**src/rtl/echo_delay_sched.sv**
```systemverilog
// Round-robin pulse-width echo scheduler: the winning requester's high time is
// measured on a shared counter, then replayed as a delay ending in a done pulse.
module echo_delay_sched #(
  parameter int NREQ = 4,
  parameter int CW   = 4
) (
  input  logic            clk,
  input  logic            rst_n,
  input  logic [NREQ-1:0] req,
  input  logic            clr,
  output logic [NREQ-1:0] grant,
  output logic [NREQ-1:0] done,
  output logic            busy,
  output logic            sat
);

  localparam int LW = $clog2(NREQ);
  localparam logic [CW-1:0]   CNT_MAX = '1;
  localparam logic [CW-1:0]   CNT_ONE = CW'(1);
  localparam logic [NREQ-1:0] REQ_ONE = NREQ'(1);

  typedef enum logic [1:0] {S_IDLE, S_MEASURE, S_WAIT, S_DONE} state_t;

  state_t          state_q, state_d;
  logic [CW-1:0]   cnt_q, cnt_d;
  logic [CW-1:0]   tmr_q, tmr_d;
  logic [LW-1:0]   last_q, last_d;
  logic [LW-1:0]   win_q, win_d;
  logic [NREQ-1:0] grant_q, grant_d;
  logic [NREQ-1:0] done_q, done_d;
  logic            sat_q, sat_d;
  logic [LW-1:0]   pick;

  // First asserted request strictly after 'last', wrapping to index 0.
  function automatic logic [LW-1:0] rr_pick(input logic [NREQ-1:0] r,
                                            input logic [LW-1:0]   last);
    logic [LW-1:0] sel;
    logic [LW-1:0] idx_l;
    logic          found;
    int            idx;
    sel   = last;
    found = 1'b0;
    for (int i = 1; i <= NREQ; i++) begin
      idx = int'(last) + i;
      if (idx >= NREQ) idx = idx - NREQ;
      idx_l = LW'(idx);
      if (!found && r[idx_l]) begin
        found = 1'b1;
        sel   = idx_l;
      end
    end
    return sel;
  endfunction

  assign pick = rr_pick(req, last_q);

  // NOTE: sequential state uses non-blocking assignments so every flop samples
  // the pre-edge values regardless of statement order.
  always_ff @(posedge clk or negedge rst_n) begin
    if (!rst_n) state_q <= S_IDLE;
    else        state_q <= state_d;
  end

  always_comb begin
    state_d = state_q;
    unique case (state_q)
      S_IDLE:    if (!clr && |req)          state_d = S_MEASURE;
      S_MEASURE: if (clr)                   state_d = S_IDLE;
                 else if (!req[win_q])      state_d = S_WAIT;
      S_WAIT:    if (clr)                   state_d = S_IDLE;
                 else if (tmr_q == CNT_ONE) state_d = S_DONE;
      S_DONE:                               state_d = S_IDLE;
      default:                              state_d = S_IDLE;
    endcase
  end

  // NOTE: every signal gets a default before the case so no path leaves it
  // unassigned, which would otherwise infer a latch.
  always_comb begin
    cnt_d   = cnt_q;
    tmr_d   = tmr_q;
    last_d  = last_q;
    win_d   = win_q;
    grant_d = grant_q;
    done_d  = '0;
    sat_d   = sat_q;
    unique case (state_q)
      S_IDLE: begin
        if (!clr && |req) begin
          win_d   = pick;
          cnt_d   = CNT_ONE;
          grant_d = REQ_ONE << pick;
          sat_d   = 1'b0;
        end
      end
      S_MEASURE: begin
        if (clr) begin
          grant_d = '0;
          sat_d   = 1'b0;
        end else if (req[win_q]) begin
          if (cnt_q != CNT_MAX) begin
            cnt_d = cnt_q + CNT_ONE;
            if (cnt_q == CNT_MAX - CNT_ONE) sat_d = 1'b1;
          end
        end else begin
          tmr_d = cnt_q;
        end
      end
      S_WAIT: begin
        if (clr) begin
          grant_d = '0;
          sat_d   = 1'b0;
        end else if (tmr_q == CNT_ONE) begin
          done_d = grant_q;
        end else begin
          tmr_d = tmr_q - CNT_ONE;
        end
      end
      S_DONE: begin
        if (!clr) last_d = win_q;
        grant_d = '0;
        sat_d   = 1'b0;
      end
      default: begin
        grant_d = '0;
        sat_d   = 1'b0;
      end
    endcase
  end

  // last resets to the top index so requester 0 wins the first arbitration.
  always_ff @(posedge clk or negedge rst_n) begin
    if (!rst_n) begin
      cnt_q   <= '0;
      tmr_q   <= '0;
      last_q  <= LW'(NREQ - 1);
      win_q   <= '0;
      grant_q <= '0;
      done_q  <= '0;
      sat_q   <= 1'b0;
    end else begin
      cnt_q   <= cnt_d;
      tmr_q   <= tmr_d;
      last_q  <= last_d;
      win_q   <= win_d;
      grant_q <= grant_d;
      done_q  <= done_d;
      sat_q   <= sat_d;
    end
  end

  assign grant = grant_q;
  assign done  = done_q;
  assign sat   = sat_q;
  assign busy  = (state_q != S_IDLE);

endmodule

```
**config.mk**
```make
export PLATFORM = sky130hd
export DESIGN_NAME = echo_delay_sched
export DESIGN_NICKNAME = d
export VERILOG_FILES = /design/src/rtl/echo_delay_sched.sv
export SDC_FILE = /design/constraint.sdc
export NUM_CORES = 1
export LEC_CHECK = 0
export CORE_MARGIN = 4
export CORE_UTILIZATION = 45
export DETAILED_ROUTE_END_ITERATION = 7
export PLACE_DENSITY = 0.69
export RECOVER_POWER = 25
export SYNTH_ARGS = -nofsm -noshare
export SYNTH_HDL_FRONTEND = slang
export SYNTH_SLANG_ARGS = --single-unit
```
**constraint.sdc**
```tcl
create_clock -name clk -period 4.54 [get_ports clk]
set_input_delay 0.908 -clock clk [delete_from_list [all_inputs] [get_ports clk]]
set_output_delay 0.908 -clock clk [all_outputs]
set_load 0.01 [all_outputs]
```
==> metrics <==
status finished, final reports clean; Starting Density 47.2%; drt total wl 3050 um; power density over the cells 554 nW/um^2; Reg-to-Reg Start state_q[1]; Rel. slew slack 30.0%; setup violators final 0; vias in the first global route 1208; Tmin final 2.73 ns; crit path max fanout 11; EDFF count, synth 0; core box area 3050 um^2; multi-input combinational cell area 806 um^2; first-pass GRT wire length 5290 um; synth warn 0; P&R area growth vs syn 16.1%; hold_buf cts 0; fraction of registers with async set/reset 100%; FP Rows 20; largest cells by area after synthesis dfrtp_1 36%, ha_1 7.8%, mux2_2 3.9%; CTS buffer count 3; Worst Tran Pin Value 1.05 ns; Vias/cell 5.74; I/O Buffers 16; Final period util 60.2%; Yosys top cell by area dfrtp_1; Sink Count 23; Post-Route Skew 0.00247 ns; via count 1182; FF/Latch Area 578 um^2; Congestion Overflow GR 0; main combinational cell family by area after synthesis compound AO/OA/AOI/OAI gates; Max IR drop VDD 0.249 mV; Seq/Total Area, Yosys 40.1%; most common cell after layout, fill and taps aside dfrtp_1; Post-CTS Setup Bufs 0; Yosys cell types 48; post-synth top area share 36.5%; Leak 0.713 nW; Top Ports 17; Syn Nets 161; highest attainable clock frequency 366 MHz; CTS tree yes; Syn Inst Count 145; CTS clk-pin slew, worst paths 0.13 ns; Clock H-tree levels 1; Post-Synth Simple-Gate Area 17.4%; crit end category flop; maximum capacitance violations 0; Vert. Die Dim 64.6 um; WL/cell 14.8 um; largest net degree at the start of global routing 24; layout filler cell count 282; crit path launch type input pin; Yosys reg bits 23; Final Hold Viols 0; clock buffer depth 2; final antenna diode count 0; PostCTS Resize Cnt 0; initial antenna violation count 0; HPWL after DPL 2320 um; CP startpoint clr; Clock Latency Late Sink 0.31 ns; Post-Synth Adder-Cell Area 7.82%; ANT nets after route 0; Core Util, Final 54.8%; unrepaired setup endpoints after global routing no; CP arrival 2.95 ns; die area 4170 um^2; average size of a mapped cell 9.93 um^2; Most used DFF post-synth dfrtp_1; Fin Setup TNS 0 ns; Max Transition Viols Final 0; mux share of post-synthesis cell area 7.82%; HP Start grant[3]; Root Buffer clkbuf_4; Total Nets Final 179; CP Class input pin to flop; die span in x 64.6 um; Mapped Area 1440 um^2; Global Route Usage Sum 16.0%; Iter 0 DRT Violations 62; Hold WC Path Type flop to flop; layout cell share with drive strength beyond 1 10.5%; placer congestion estimate 0.814; required time worst endpoint 4.75 ns; most frequent cells in the layout 21 x dfrtp_1, 14 x clkdlybuf4s50_1, 12 x inv_1, 9 x ha_1; DRC 0; Compound-Gate Fraction of Synth Area 22.9%; DR pass1 iterations 4; Post-Synth XOR/XNOR Area 0%
==> cell type report <==
cell class	instances	share of cell area, %
clock buffer	3	1.35
multi-input combinational	107	48.2
clock inverter	1	0.299
sequential	23	34.6
timing repair buffer	16	9.58
tap	44	3.29
inverter	12	2.69
==> worst max-delay path, cell delays in order <==
cell and delay (ns):
dlygate4sd3_1 0.66, or3b_1 0.43, o22a_2 0.27, or3_1 0.36
a311o_1 0.31
==> metal layers <==
layer	vias up	wire length, um	track usage [%]
li1	581	-	-
met1	582	1470	19.9
met2	19	1520	28.0
met3	0	63	2.60
met4	0	0	5.54
met5	-	0	0
==> synth_stat cells, types with 4 or more instances <==
cell type  number
nor2_1          8
mux2_2          5
o21a_1          4
inv_1          12
a21oi_1         6
nand2b_1        5
nor3_1          4
and2_1          4
nand2_1         5
o21ai_0         8
ha_1            9
dfrtp_1        21
==> kinds of logic (layout without fill, tap and decap cells) <==
logic type               count (synthesis)  after routing
AO/OA/AOI/OAI                           45             45
AND/OR/NAND/NOR                         44             44
flip-flops                              23             23
buffers and inverters                   15             32
adder cells (fa/ha/maj)                  9              9
multiplexers                             9              9
==> sequential cells by signal, summed over array words and instances (netlist names) <==
name,cells
cnt_q,4
done,4
grant,4
tmr_q,4
last_q,2
state_q,2
win_q,2
sat,1
==> report_power, final <==
group / total, mW / switching (mW) / internal [mW]
sequential: 0.362 / 0.0815 / 0.280
clock: 0.0967 / 0.0638 / 0.0329
combinational: 0.468 / 0.245 / 0.224
total: 0.927 / 0.390 / 0.537
==> path summary, 6_finish.rpt <==
kind | to | slack, ns | depth (start not counted)
worst max-delay path | cnt_q[2] | 1.81 | 5
worst min-delay path | done[3] | 0.53 | 1
worst max register to register | cnt_q[2] | 2.14 | 6
worst min register to register | done[3] | 0.53 | 1
max in group asynchronous | done[3] | 2.70 | 1
min in group asynchronous | tmr_q[0] | 1.22 | 1
==> per-stage QoR <==
step	worst slack [ns]	cells	instance area [um^2]	total power [mW]	hold WS [ns]
2_1_floorplan	2.24	145	1440	0.696	0.496
3_3_place_gp	1.59	202	1640	0.811	0.503
3_5_place_dp	1.55	202	1640	0.834	0.506
4_1_cts	1.88	206	1670	0.934	0.536
5_1_grt	1.76	206	1670	1.01	0.569
6_report	1.81	206	1670	0.927	0.528
(Power assumes the default switching activity.)
